## config.mk

```make
export PLATFORM = sky130hd
export DESIGN_NAME = bit_timing_fsm_flat
export DESIGN_NICKNAME = d
export VERILOG_FILES = /design/src/rtl/bit_timing_fsm_if.sv /design/src/rtl/bit_timing_fsm.sv /design/src/flat_wrapper.sv
export SDC_FILE = /design/constraint.sdc
export NUM_CORES = 1
export LEC_CHECK = 0
export CAP_MARGIN = 20
export CORE_ASPECT_RATIO = 0.75
export CORE_MARGIN = 4
export CORE_UTILIZATION = 63
export CTS_BUF_LIST = sky130_fd_sc_hd__clkbuf_4 sky130_fd_sc_hd__clkbuf_8
export CTS_CLUSTER_SIZE = 24
export DETAILED_ROUTE_END_ITERATION = 10
export GPL_TIMING_DRIVEN = 1
export PLACE_DENSITY = 0.88
export SKIP_LAST_GASP = 1
export SLEW_MARGIN = 20
export SYNTH_ARGS = -nofsm -noshare
export SYNTH_HDL_FRONTEND = slang
export SYNTH_SLANG_ARGS = --single-unit
```

## constraint.sdc

```tcl
create_clock -name clock -period 13.15 [get_ports clock]
set_clock_uncertainty 0.2 [all_clocks]
set_input_delay 3.945 -clock clock [delete_from_list [all_inputs] [get_ports clock]]
set_output_delay 3.945 -clock clock [all_outputs]
set_load 0.02 [all_outputs]
```

## src/rtl/bit_timing_fsm_if.sv

```systemverilog
// Bit-timing control bundle: quantum enable, rx line and timing config in, strobes and segment state out.
// Latency: n/a (wires only).
// Backpressure: none; the controller free-runs on Prescale_EN and the consumers must take each strobe.
// Ports: Prescale_EN, rx, hardsync_en, tseg1, tseg2, sjw (master -> slave);
//        sample_pulse, sampled_bit, send_pulse, seg_state (slave -> master).
interface bit_timing_fsm_if #(
    parameter int CNT_W = 4
);
    logic             Prescale_EN;
    logic             rx;
    logic             hardsync_en;
    logic [CNT_W-1:0] tseg1;
    logic [2:0]       tseg2;
    logic [1:0]       sjw;
    logic             sample_pulse;
    logic             sampled_bit;
    logic             send_pulse;
    logic [1:0]       seg_state;

    modport master (
        output Prescale_EN, rx, hardsync_en, tseg1, tseg2, sjw,
        input  sample_pulse, sampled_bit, send_pulse, seg_state
    );

    modport slave (
        input  Prescale_EN, rx, hardsync_en, tseg1, tseg2, sjw,
        output sample_pulse, sampled_bit, send_pulse, seg_state
    );
endinterface

```

## src/rtl/bit_timing_fsm.sv

```systemverilog
// CAN bit-timing controller: sequences SYNC/TSEG1/TSEG2 per quantum with hard sync and SJW-limited resync.
// Latency: strobes are registered, high for one clock after the quantum that produced them.
// Backpressure: none; Prescale_EN=0 freezes all state and forces the strobes low.
// Ports: clock, reset (sync, active low), bus (bit_timing_fsm_if.slave).
// Optional: define TRIPLE_SAMPLE_EN for majority-of-three sampling (tseg1 floor becomes 3).
module bit_timing_fsm #(
    parameter int CNT_W = 4
) (
    input  logic            clock,
    input  logic            reset,
    bit_timing_fsm_if.slave bus
);
    localparam int             PAD = CNT_W - 2;
    localparam logic [CNT_W:0] ONE = (CNT_W+1)'(1);
`ifdef TRIPLE_SAMPLE_EN
    localparam logic [CNT_W-1:0] TSEG1_MIN = CNT_W'(3);
`else
    localparam logic [CNT_W-1:0] TSEG1_MIN = CNT_W'(2);
`endif

    typedef enum logic [1:0] {
        SYNC  = 2'b00,
        TSEG1 = 2'b01,
        TSEG2 = 2'b10
    } seg_e;

    seg_e           state_q, state_d;
    // One bit wider than tseg1 so the extended TSEG1 (up to 15+4) never wraps.
    logic [CNT_W:0] cnt_q, cnt_d;
    logic [2:0]     ext_q, ext_d;
    logic [2:0]     shr_q, shr_d;
    logic           rd_q, rd_d;
    logic           rx_prev_q;
    logic           sample_q, sample_d;
    logic           send_q, send_d;
    logic           sbit_q, sbit_d;

    logic [CNT_W:0] tseg1_eff, sjw_x, rem;
    logic [2:0]     tseg2_eff, sjw_w, late_ext, ext_cur, shr_cur;
    logic           rx_fall, resync_ok, sample_val, tseg1_end, tseg2_end;

    assign tseg1_eff = {1'b0, (bus.tseg1 < TSEG1_MIN) ? TSEG1_MIN : bus.tseg1};
    assign tseg2_eff = (bus.tseg2 < 3'd2) ? 3'd2 : bus.tseg2;
    assign sjw_w     = {1'b0, bus.sjw} + 3'd1;
    assign sjw_x     = {{PAD{1'b0}}, sjw_w};
    assign rx_fall   = rx_prev_q & ~bus.rx;
    assign resync_ok = rx_fall & ~rd_q;

    // Late edge: phase error equals cnt, clipped to the jump width.
    assign late_ext  = (cnt_q > sjw_x) ? sjw_w : cnt_q[2:0];
    // An edge in this quantum already moves the segment end, so compare against the updated value.
    assign ext_cur   = resync_ok ? late_ext : ext_q;
    assign shr_cur   = resync_ok ? sjw_w : shr_q;
    assign tseg1_end = (cnt_q == tseg1_eff + {{PAD{1'b0}}, ext_cur});
    assign tseg2_end = (cnt_q == {{PAD{1'b0}}, tseg2_eff - shr_cur});
    // Quanta left in TSEG2 including this one; the shortened end can never fall behind cnt.
    assign rem       = {{PAD{1'b0}}, tseg2_eff} - cnt_q + ONE;

`ifdef TRIPLE_SAMPLE_EN
    // rx from the two previous TSEG1 quanta; the current rx is the third vote.
    logic [1:0] hist_q;

    always_ff @(posedge clock) begin
        if (!reset) begin
            hist_q <= 2'b11;
        end else if (bus.Prescale_EN) begin
            if (send_d) begin
                hist_q <= 2'b11;
            end else if (state_q == TSEG1) begin
                hist_q <= {hist_q[0], bus.rx};
            end
        end
    end

    assign sample_val = (hist_q[0] & hist_q[1]) | (hist_q[0] & bus.rx) | (hist_q[1] & bus.rx);
`else
    assign sample_val = bus.rx;
`endif

    always_comb begin
        state_d  = state_q;
        cnt_d    = cnt_q;
        ext_d    = ext_q;
        shr_d    = shr_q;
        rd_d     = rd_q;
        sample_d = 1'b0;
        send_d   = 1'b0;
        sbit_d   = sbit_q;

        if (rx_fall && bus.hardsync_en) begin
            // Hard sync: this quantum becomes SYNC, regardless of where we were.
            send_d  = 1'b1;
            state_d = TSEG1;
            cnt_d   = ONE;
            ext_d   = '0;
            shr_d   = '0;
            rd_d    = 1'b1;
        end else begin
            case (state_q)
                SYNC: begin
                    send_d  = 1'b1;
                    state_d = TSEG1;
                    cnt_d   = ONE;
                    ext_d   = '0;
                    shr_d   = '0;
                    rd_d    = 1'b0;
                end
                TSEG1: begin
                    if (resync_ok) begin
                        ext_d = late_ext;
                        rd_d  = 1'b1;
                    end
                    if (tseg1_end) begin
                        sample_d = 1'b1;
                        sbit_d   = sample_val;
                        state_d  = TSEG2;
                        cnt_d    = ONE;
                    end else begin
                        cnt_d = cnt_q + ONE;
                    end
                end
                TSEG2: begin
                    if (resync_ok && (rem <= sjw_x)) begin
                        // Early edge within reach: restart the bit here.
                        send_d  = 1'b1;
                        state_d = TSEG1;
                        cnt_d   = ONE;
                        ext_d   = '0;
                        shr_d   = '0;
                        rd_d    = 1'b1;
                    end else begin
                        if (resync_ok) begin
                            shr_d = sjw_w;
                            rd_d  = 1'b1;
                        end
                        if (tseg2_end) begin
                            state_d = SYNC;
                            cnt_d   = ONE;
                        end else begin
                            cnt_d = cnt_q + ONE;
                        end
                    end
                end
                default: begin
                    state_d = SYNC;
                    cnt_d   = ONE;
                end
            endcase
        end
    end

    always_ff @(posedge clock) begin
        if (!reset) begin
            state_q   <= SYNC;
            cnt_q     <= ONE;
            ext_q     <= '0;
            shr_q     <= '0;
            rd_q      <= 1'b0;
            rx_prev_q <= 1'b1;
            sample_q  <= 1'b0;
            send_q    <= 1'b0;
            sbit_q    <= 1'b1;
        end else if (bus.Prescale_EN) begin
            state_q   <= state_d;
            cnt_q     <= cnt_d;
            ext_q     <= ext_d;
            shr_q     <= shr_d;
            rd_q      <= rd_d;
            rx_prev_q <= bus.rx;
            sample_q  <= sample_d;
            send_q    <= send_d;
            sbit_q    <= sbit_d;
        end else begin
            sample_q <= 1'b0;
            send_q   <= 1'b0;
        end
    end

    assign bus.sample_pulse = sample_q;
    assign bus.sampled_bit  = sbit_q;
    assign bus.send_pulse   = send_q;
    assign bus.seg_state    = state_q;
endmodule

```

## src/flat_wrapper.sv

```systemverilog
// flat-port wrapper written by rule: the top's interface ports become plain ports
module bit_timing_fsm_flat 
#(
    parameter int CNT_W = 4
)
  (clock, reset, bus_Prescale_EN, bus_rx, bus_hardsync_en, bus_tseg1, bus_tseg2, bus_sjw, bus_sample_pulse, bus_sampled_bit, bus_send_pulse, bus_seg_state);
  bit_timing_fsm_if #(.CNT_W(CNT_W)) bus_i ();
  input  logic clock;
  input  logic reset;
  input wire logic [$bits(bus_i.Prescale_EN)-1:0] bus_Prescale_EN;
  input wire logic [$bits(bus_i.rx)-1:0] bus_rx;
  input wire logic [$bits(bus_i.hardsync_en)-1:0] bus_hardsync_en;
  input wire logic [$bits(bus_i.tseg1)-1:0] bus_tseg1;
  input wire logic [$bits(bus_i.tseg2)-1:0] bus_tseg2;
  input wire logic [$bits(bus_i.sjw)-1:0] bus_sjw;
  output wire logic [$bits(bus_i.sample_pulse)-1:0] bus_sample_pulse;
  output wire logic [$bits(bus_i.sampled_bit)-1:0] bus_sampled_bit;
  output wire logic [$bits(bus_i.send_pulse)-1:0] bus_send_pulse;
  output wire logic [$bits(bus_i.seg_state)-1:0] bus_seg_state;
  assign bus_i.Prescale_EN = bus_Prescale_EN;
  assign bus_i.rx = bus_rx;
  assign bus_i.hardsync_en = bus_hardsync_en;
  assign bus_i.tseg1 = bus_tseg1;
  assign bus_i.tseg2 = bus_tseg2;
  assign bus_i.sjw = bus_sjw;
  assign bus_sample_pulse = bus_i.sample_pulse;
  assign bus_sampled_bit = bus_i.sampled_bit;
  assign bus_send_pulse = bus_i.send_pulse;
  assign bus_seg_state = bus_i.seg_state;
  bit_timing_fsm #(.CNT_W(CNT_W)) u_core (.clock(clock), .reset(reset), .bus(bus_i));
endmodule
```

### Word-level counts from Yosys, hierarchy flattened

Index checks and enable logic that the tools add are counted.

* flip-flop bits (word level): 18
* input bits: 14

* $add $sub $neg: 6
* magnitude comparators: 4
* eq/ne operators: 7
* muxes and demuxes: 29
* bitwise operators: 8
* reductions and logical operators: 12

Operators with widths (number)
* 3-bit two-way mux: 8
* 5-bit two-way mux: 4
* 5-bit by 1-bit adder with 5-bit output (second input constant): 2
* 5-bit one-hot mux with 2 select lines: 1
* 3-bit one-hot mux with 3 select lines: 1
* 2-bit two-way mux: 4
* 1-bit two-way mux: 6
* 3-bit by 1-bit inequality test with 1-bit output (second input constant): 2
* 1-bit NOT: 6
* 2-bit one-hot mux with 3 select lines: 1
* 3-bit one-hot mux with 2 select lines: 1
* 2-bit AND reduction: 3
* 3-bit AND reduction: 2
* 4-bit by 3-bit adder with 5-bit output: 1
* 5-bit by 3-bit equality test with 1-bit output: 1
* 5-bit equality test: 1
* 5-bit by 3-bit > comparator with 1-bit output: 1
* 5-bit by 3-bit less-or-equal comparator with 1-bit output: 1
* 3-bit by 5-bit subtractor with 5-bit output: 1
* 4-bit by 2-bit < comparator with 1-bit output (second input constant): 1
* 4-bit two-way mux: 1
* 4-bit by 1-bit inequality test with 1-bit output (second input constant): 1
* 4-bit AND reduction: 1
* 4-bit nonzero test: 1
* other kinds (12): 14

### Longest topological paths before layout

Gate-level depths: netlist (run 1).

* depth after elaboration: 10
* gate-level depth with buffers: 17
* mapped depth without buffers: 17

### Worst setup path before layout (run 1)

Ideal clock, no wire load.

* path type: input to register
* start: input port bus_sjw[0]
* end: register u_core.state_q[1] (netlist: u_core.bus.seg_state[1])
* setup time: 120 ps
* arrival time: 7086 ps
* data required time: 12830 ps
* slack: 5745 ps
* cell stages on the path: 16
* path buffers: 0
* path through: ha_1 inv_1 ha_1 a21boi_0 a221o_1 mux2i_1 mux2_2 ha_1 inv_1 fa_1 xnor2_1 nor3_1 nand3_1 a2bb2oi_4 nor3_1 o31a_1

* word-level cells in the longest chain between the ends: 8
* elaborated cells on any way between the ends: 17
* classes of those cells: 3 x add/sub; 2 x order compare; 4 x eq/ne; 6 x mux; 2 x reduce/logical

Ends and longest elaborated chain
* start: declaration: line flat_wrapper.sv:15 `input wire logic [$bits(bus_i.sjw)-1:0] bus_sjw;`
* 2-bit by 1-bit adder with 3-bit output (*): line bit_timing_fsm.sv:44 `assign sjw_w = {1'b0, bus.sjw} + 3'd1;`
* 5-bit by 3-bit > comparator with 1-bit output: line bit_timing_fsm.sv:50 `assign late_ext = (cnt_q > sjw_x) ? sjw_w : cnt_q[2:0];`
* 3-bit two-way mux: line bit_timing_fsm.sv:50
* 3-bit two-way mux: line bit_timing_fsm.sv:52 `assign ext_cur = resync_ok ? late_ext : ext_q;`
* 4-bit by 3-bit adder with 5-bit output: line bit_timing_fsm.sv:54 `assign tseg1_end = (cnt_q == tseg1_eff + {{PAD{1'b0}}, ext_cur});`
* 5-bit equality test: line bit_timing_fsm.sv:54
* 3-bit by 1-bit inequality test with 1-bit output (no source line)
* 3-bit AND reduction (no source line)
* end signal: assignment: line bit_timing_fsm.sv:164 `state_q <= state_d;`
* end: declaration: line bit_timing_fsm.sv:27 `seg_e state_q, state_d;`

Every way passes the cells marked *; elsewhere a longest branch is shown, timed or not.
A chain may end at the register's enable or synchronous reset.

### Worst setup path in the final report (run 1)

Same ends and word-level chain as after synthesis.

==> reports/summary.json, run 1 <==
{
  "drive_gt1_share_pct": 6.019,
  "grt_start_max_net_pins": 18,
  "grt_first_pass_wirelength_um": 6706,
  "io-pin-count": 19,
  "worst-setup-path-type": "in2reg",
  "total_negative_setup_slack_ps": 0,
  "timing.critical_path.slowest_cell_delay_ps": 540,
  "pwr-share-clk_pct": 21.3,
  "worstPathBufferInverterCount": 3,
  "drt_pass1_iterations": 4,
  "layout_worst_path_cycle_share_pct": 61.07,
  "cp_launch_type": "input pin",
  "n_fill_cell": 170,
  "result_of_the_run": "finished, final reports clean",
  "count_of_vias_placed_by_the_detailed_router": 1492,
  "routed_via_density": 5.968,
  "buffers_inserted_by_post_cts_timing_repair": 0,
  "drc_errors": 0,
  "fp.dieArea_mm2": 0.003566,
  "p_leak_nw": 0.7724,
  "worst_path_max_delay_cell": "clkdlybuf4s50_1",
  "critPathArrivalTime_ps": 8040,
  "cts.path.max_buffers": 2,
  "worstPathRequired_ps": 13160,
  "multi_input_comb_area_mm2": 0.001200,
  "max_freq_mhz": 124.5,
  "clkSlewWorstSetupHoldPaths_ps": 110,
  "antenna-diode-count": 0,
  "synth_area_mm2": 0.001680,
  "power-per-cell-area_mw_per_mm2": 88.87,
  "syn_nets": 241,
  "synth.distinct_cells": 45,
  "power.sequential.fraction_pct": 35.5,
  "number_of_failing_hold_endpoints_at_the_final_stage": 0,
  "hpwl_um": 3137,
  "io_buffers": 18,
  "antenna_violations_before_repair": 0,
  "critPathTopFamily": "adder cells",
  "fin_nets": 255,
  "unrepaired_setup_endpoints_after_global_routing": "false",
  "vias_in_the_first_global_route": 1493,
  "cts_root_buffer": "clkbuf_4",
  "tritoncts_clock_tree": "done",
  "netlist_instances": 203,
  "chipWidth_um": 67.64,
  "ctsHoldBuffers": 0,
  "syn_avg_cell_area_um2": 8.278,
  "placement_rows": 15,
  "synth_enable_flop_cells": 0,
  "crit_chain": "clkdlybuf4s50_1 -> ha_1 -> inv_1 -> ha_1 -> a21boi_0 -> a221o_1 -> mux2i_1 -> mux2_2 -> ha_1 -> inv_1 -> fa_1 -> xnor2_1 -> nor3_1 -> nand3_1 -> a2bb2oi_4 -> nor3_1 -> o31a_1",
  "routabilityCongestion": 0.9026,
  "track_usage_pct": 25.69,
  "cts.sinks": 18,
  "timing.critical_path.fanout_max": 10,
  "detail-route-antenna-nets": 0,
  "design.core.area_mm2": 0.002421,
  "cts_resized": 0,
  "irDropWorstVdd_mv": 0.06191,
  "starting_density_pct": 69.41,
  "synth.ff_latch_count": 18,
  "avgRoutedWirePerCell_um": 16.10,
  "drt_total_wl_um": 4024,
  "timing_worst_slew_pin_value_ps": 627.9,
  "final_period_minus_worst_setup_slack_ps": 8031,
  "synth_flop_cell": "dfxtp_1",
  "power_switching_share_pct": 36.76,
  "cellInternalPower_mw": 0.1071,
  "p_comb_share_pct": 43.1,
  "initialDrtViolationCount": 114,
  "setup_viol_count_final": 0,
  "area.sequential_um2": 360.3,
  "timing.max_slew.rel_slack_pct": 57.59,
  "cts-buffers-inserted": 3,
  "overflow": 0,
  "timing.critical_path.to_type": "flop",
  "synth_warnings": 0,
  "clk_latency_ps": 310,
  "ys_seq_area_share_pct": 21.44,
  "final-max-slew-violation-count": 0,
  "post-place-cells": 246,
  "finish.cell_count_without_fillers": 250,
  "drv_cap": 0,
  "die-height_um": 52.73,
  "synth-async-reset-ratio_pct": 0,
  "synthToLayoutAreaGrowth_pct": 13.40,
  "critical_path.most_common_cell": "ha_1",
  "cts_htree_levels": 1,
  "net-switching-power_mw": 0.06226,
  "worstHoldPathType": "reg2reg"
}
## synthesized netlist by cell type (all sizes together), types with 2 or more instances
cell type  count  area, um2
a21boi         4      30.03
and3           3      18.77
xor2           2      17.52
o31a           4      35.03
a22oi          3      22.52
nand4          2      12.51
a21oi         10      50.05
ha            21      262.8
o31ai          3      22.52
o22ai          2      12.51
xnor2         12      105.1
inv           23      86.33
nor3b          2      26.28
fa             3      60.06
clkbuf         9      33.78
mux2i          5      50.05
or2            2      12.51
mux2           2      22.52
nor2b          6      37.54
nand2         14      55.06
nand3         10      50.05
o21ai          6      30.03
nor2          12      45.04
nor3           6      30.03
and2           2      12.51
dfxtp         18      360.4
## layout make-up
type                    instances  area share (%)
flip-flops and latches         18           18.91
inverters                      23           4.531
multi-input cells             153           62.97
well taps                      34           2.232
repair buffers                 18           9.455
clock buffers                   4           1.904
## cell usage in the layout (no fill, tap or decap), types with 3 or more instances in the layout
master           instances
inv_1                   23
ha_1                    21
clkdlybuf4s50_1         18
dfxtp_1                 18
nand2_1                 13
nor2_1                  12
xnor2_1                 12
a21oi_1                 10
nand3_1                 10
o21ai_0                  6
nor2b_1                  6
nor3_1                   6
mux2i_1                  5
a21boi_0                 4
o31a_1                   4
and3_1                   3
a22oi_1                  3
o31ai_1                  3
fa_1                     3
clkbuf_4                 3
## metal layers
layer / vias up / track usage [%] / wire length [um] / part of all wire, %
met5: - / 0 / 0 / 0
met4: 0 / 8.418 / 56 / 1.4
met3: 7 / 4.936 / 292 / 7.3
met2: 54 / 42.81 / 1823 / 45
met1: 691 / 32.99 / 1852 / 46
li1: 740 / - / - / -
## logic make-up (layout without fill, tap and decap cells)
family                   after synthesis  after routing  share of synthesized area (%)
buffers and inverters                 32             45                          7.148
adder cells (fa/ha/maj)               24             24                          19.21
multiplexers                           7              7                          4.319
XOR/XNOR                              14             14                          7.297
flip-flops                            18             18                          21.44
AO/OA/AOI/OAI                         44             44                          20.48
AND/OR/NAND/NOR                       64             64                          20.11
## sequential cells by signal, summed over array words and instances, names as in the netlist
register / cells
u_core.bus.sampled_bit: 1
u_core.ext_q: 3
u_core.shr_q: 3
u_core.rx_prev_q: 1
u_core.bus.sample_pulse: 1
u_core.cnt_q: 5
u_core.rd_q: 1
u_core.bus.seg_state: 2
u_core.bus.send_pulse: 1
## path summary, 6_finish.rpt
path / startpoint / cells past startpoint / end / slack, ps
worst max-delay path: bus_sjw[0] / 17 / u_core.bus.seg_state[1] / 5120
worst min-delay path: u_core.shr_q[2] / 2 / u_core.shr_q[2] / 290
worst max register to register: u_core.cnt_q[0] / 15 / u_core.bus.seg_state[1] / 8960
worst min register to register: u_core.shr_q[2] / 2 / u_core.shr_q[2] / 290
## power groups by stage
stage / clock network, mW / logic, mW / registers, mW
detailed placement: 0 / 0.0716 / 0.0613
finish: 0.0361 / 0.0730 / 0.0602
global route: 0.0384 / 0.0805 / 0.0607
floorplan: 0 / 0.0532 / 0.0612
global placement: 0 / 0.0685 / 0.0611
CTS: 0.0358 / 0.0725 / 0.0601
## worst reg2reg max path: stages (launching register included)
cell and delay (ps):
dfxtp_1 510, inv_1 150, ha_1 320, o22ai_1 80, a221o_1 420, mux2i_1 140, mux2_2 280, ha_1 220
inv_1 70, fa_1 430, xnor2_1 140, nor3_1 300, nand3_1 180, a2bb2oi_4 300, nor3_1 80, o31a_1 270
## per-stage QoR
stage	hold WS (ps)	cell area, um2	utilization (%)	power, mW	worst slack (ps)
after detailed placement	270.1	1869	77.21	0.1329	4879
after floorplan	238.4	1680	-	0.1144	5745
final	288.8	1906	78.71	0.1694	5119
after global routing	312.0	1906	78.71	0.1796	4869
after CTS	284.3	1906	78.71	0.1684	5139
after global placement	250.4	1869	77.21	0.1297	5032
Power figures use the tool's default switching activity.
==> run 2, diff against run 1 <==
Settings changed: CORE_UTILIZATION 63 to 58, PLACE_DENSITY 0.88 to 0.82.
Clock period 13.15 ns to 8.2 ns, I/O delays scaled along.
==> reports/summary.json, run 2 (same netlist as run 1, synthesis figures left out) <==
{
  "detail-route-antenna-nets": 0,
  "fin_nets": 255,
  "clk_latency_ps": 260,
  "layout.cells.most_common_list": "23 x inv_1, 21 x ha_1, 18 x clkdlybuf4s50_1, 18 x dfxtp_1, 13 x nand2_1",
  "io_buffers": 18,
  "critPathTopFamily": "compound AO/OA/AOI/OAI gates",
  "overflow": 0,
  "cts.sinks": 18,
  "ctsHoldBuffers": 0,
  "layout_worst_path_cycle_share_pct": 81.59,
  "cts.path.max_buffers": 2,
  "worstPathRequired_ps": 8150,
  "total_negative_setup_slack_ps": 0,
  "track_usage_pct": 24.06,
  "routabilityCongestion": 0.9091,
  "final_period_minus_worst_setup_slack_ps": 6690,
  "drive_gt1_share_pct": 6.019,
  "setup_viol_count_final": 0,
  "design.core.area_mm2": 0.002683,
  "avgRoutedWirePerCell_um": 16.56,
  "power-per-cell-area_mw_per_mm2": 149.4,
  "result_of_the_run": "finished, final reports clean",
  "most_common_cell_after_layout_fill_and_taps_aside": "inv_1",
  "number_of_failing_hold_endpoints_at_the_final_stage": 0,
  "initialDrtViolationCount": 136,
  "p_leak_nw": 0.7801,
  "cts_htree_levels": 1,
  "timing_worst_slew_pin_value_ps": 658.3,
  "grt_first_pass_wirelength_um": 7169,
  "synthToLayoutAreaGrowth_pct": 14.67,
  "placement_rows": 16,
  "io-pin-count": 19,
  "vias_in_the_first_global_route": 1595,
  "dp_worst_setup_slack_ps": 1352,
  "fp.dieArea_mm2": 0.003831,
  "antenna-diode-count": 0,
  "timing.critical_path.slowest_cell_delay_ps": 530,
  "worstHoldPathType": "reg2reg",
  "timing.critical_path.to_type": "flop",
  "worstPathBufferInverterCount": 3,
  "final-max-slew-violation-count": 0,
  "largest_register_ff_count": 5,
  "count_of_vias_placed_by_the_detailed_router": 1535,
  "biggestRegsByFlops": "u_core.cnt_q (5), u_core.ext_q (3), u_core.shr_q (3)",
  "buffers_inserted_by_post_cts_timing_repair": 0,
  "setup_slack_ps": 1510,
  "crit_chain": "clkdlybuf4s50_1 -> ha_1 -> inv_1 -> ha_1 -> a21boi_0 -> a221o_1 -> mux2i_1 -> a21oi_1 -> inv_1 -> fa_1 -> xnor2_1 -> xnor2_1 -> nor3_1 -> nand3_1 -> a2bb2oi_4 -> nor3_1 -> o31a_1",
  "max_freq_mhz": 149.5,
  "routed_via_density": 6.091,
  "antenna_violations_before_repair": 0,
  "hpwl_um": 3279,
  "grt_start_max_net_pins": 18,
  "cts_root_buffer": "clkbuf_8",
  "clkSlewWorstSetupHoldPaths_ps": 70,
  "cts-buffers-inserted": 3,
  "cts_resized": 0,
  "drt_pass1_iterations": 4,
  "tritoncts_clock_tree": "done",
  "drt_total_wl_um": 4172,
  "cp_launch_type": "input pin",
  "timing.max_slew.rel_slack_pct": 55.71,
  "drc_errors": 0,
  "critPathArrivalTime_ps": 6640,
  "irDropWorstVdd_mv": 0.1257,
  "unrepaired_setup_endpoints_after_global_routing": "false",
  "starting_density_pct": 62.64,
  "drv_cap": 0,
  "die-height_um": 54.62,
  "chipWidth_um": 70.15,
  "worst-setup-path-type": "in2reg",
  "largest_register_by_flop_count": "u_core.cnt_q",
  "timing.critical_path.fanout_max": 10,
  "worst_path_max_delay_cell": "clkdlybuf4s50_1"
}
## run 2: cell count changes in the layout (fill, tap and decap cells not counted)
cell and change:
clkbuf_8 +3, clkbuf_4 -3
## run 2: worst reg2reg max path, cell delays in order, from the launching register on
cell and delay [ps]:
dfxtp_1 510, inv_1 150, ha_1 320, o22ai_1 80, a221o_1 420, mux2i_1 160, a21oi_1 290, inv_1 110
fa_1 470, xnor2_1 260, xnor2_1 110, nor3_1 250, nand3_1 200, a2bb2oi_4 300, nor3_1 80, o31a_1 280
## run 2: final cells by class
class	instances	area, um2
multi-input combinational	153	1200
timing repair buffer	18	180.2
inverter	23	86.33
clock buffer	4	55.05
tap	36	45.04
fill	207	755.7
sequential	18	360.3
## run 2: per-layer routing
layer | GRT usage, % | part of all wire [%] | up-vias
met4 | 10.51 | 2.0 | 0
met2 | 41.69 | 46 | 62
met1 | 29.52 | 44 | 718
met5 | 0 | 0 | -
met3 | 5.321 | 7.4 | 13
li1 | - | - | 742
## run 2: final timing paths
check             startpoint                       to  slack, ps  cells after the start
max reg2reg  u_core.cnt_q[0]  u_core.bus.seg_state[1]       3920                     15
max               bus_sjw[0]  u_core.bus.seg_state[1]       1510                     17
min          u_core.shr_q[2]          u_core.shr_q[2]        280                      2
min reg2reg  u_core.shr_q[2]          u_core.shr_q[2]        280                      2
## run 2: power by group
part / internal, mW / switching (mW)
Combinational: 0.0532 / 0.0644
Sequential: 0.0912 / 0.00551
Clock: 0.0427 / 0.0308
## run 2: through the flow
step	total power, mW	hold WS, ps	utilization (%)	instance area (um2)	instances
4_1_cts	0.2884	278.8	71.83	1927	252
6_report	0.2879	284.9	71.83	1927	252
3_3_place_gp	0.2083	252.1	69.78	1872	248
5_1_grt	0.3068	307.4	71.83	1927	252
2_1_floorplan	0.1835	238.4	-	1680	203
3_5_place_dp	0.2137	269.2	69.78	1872	248
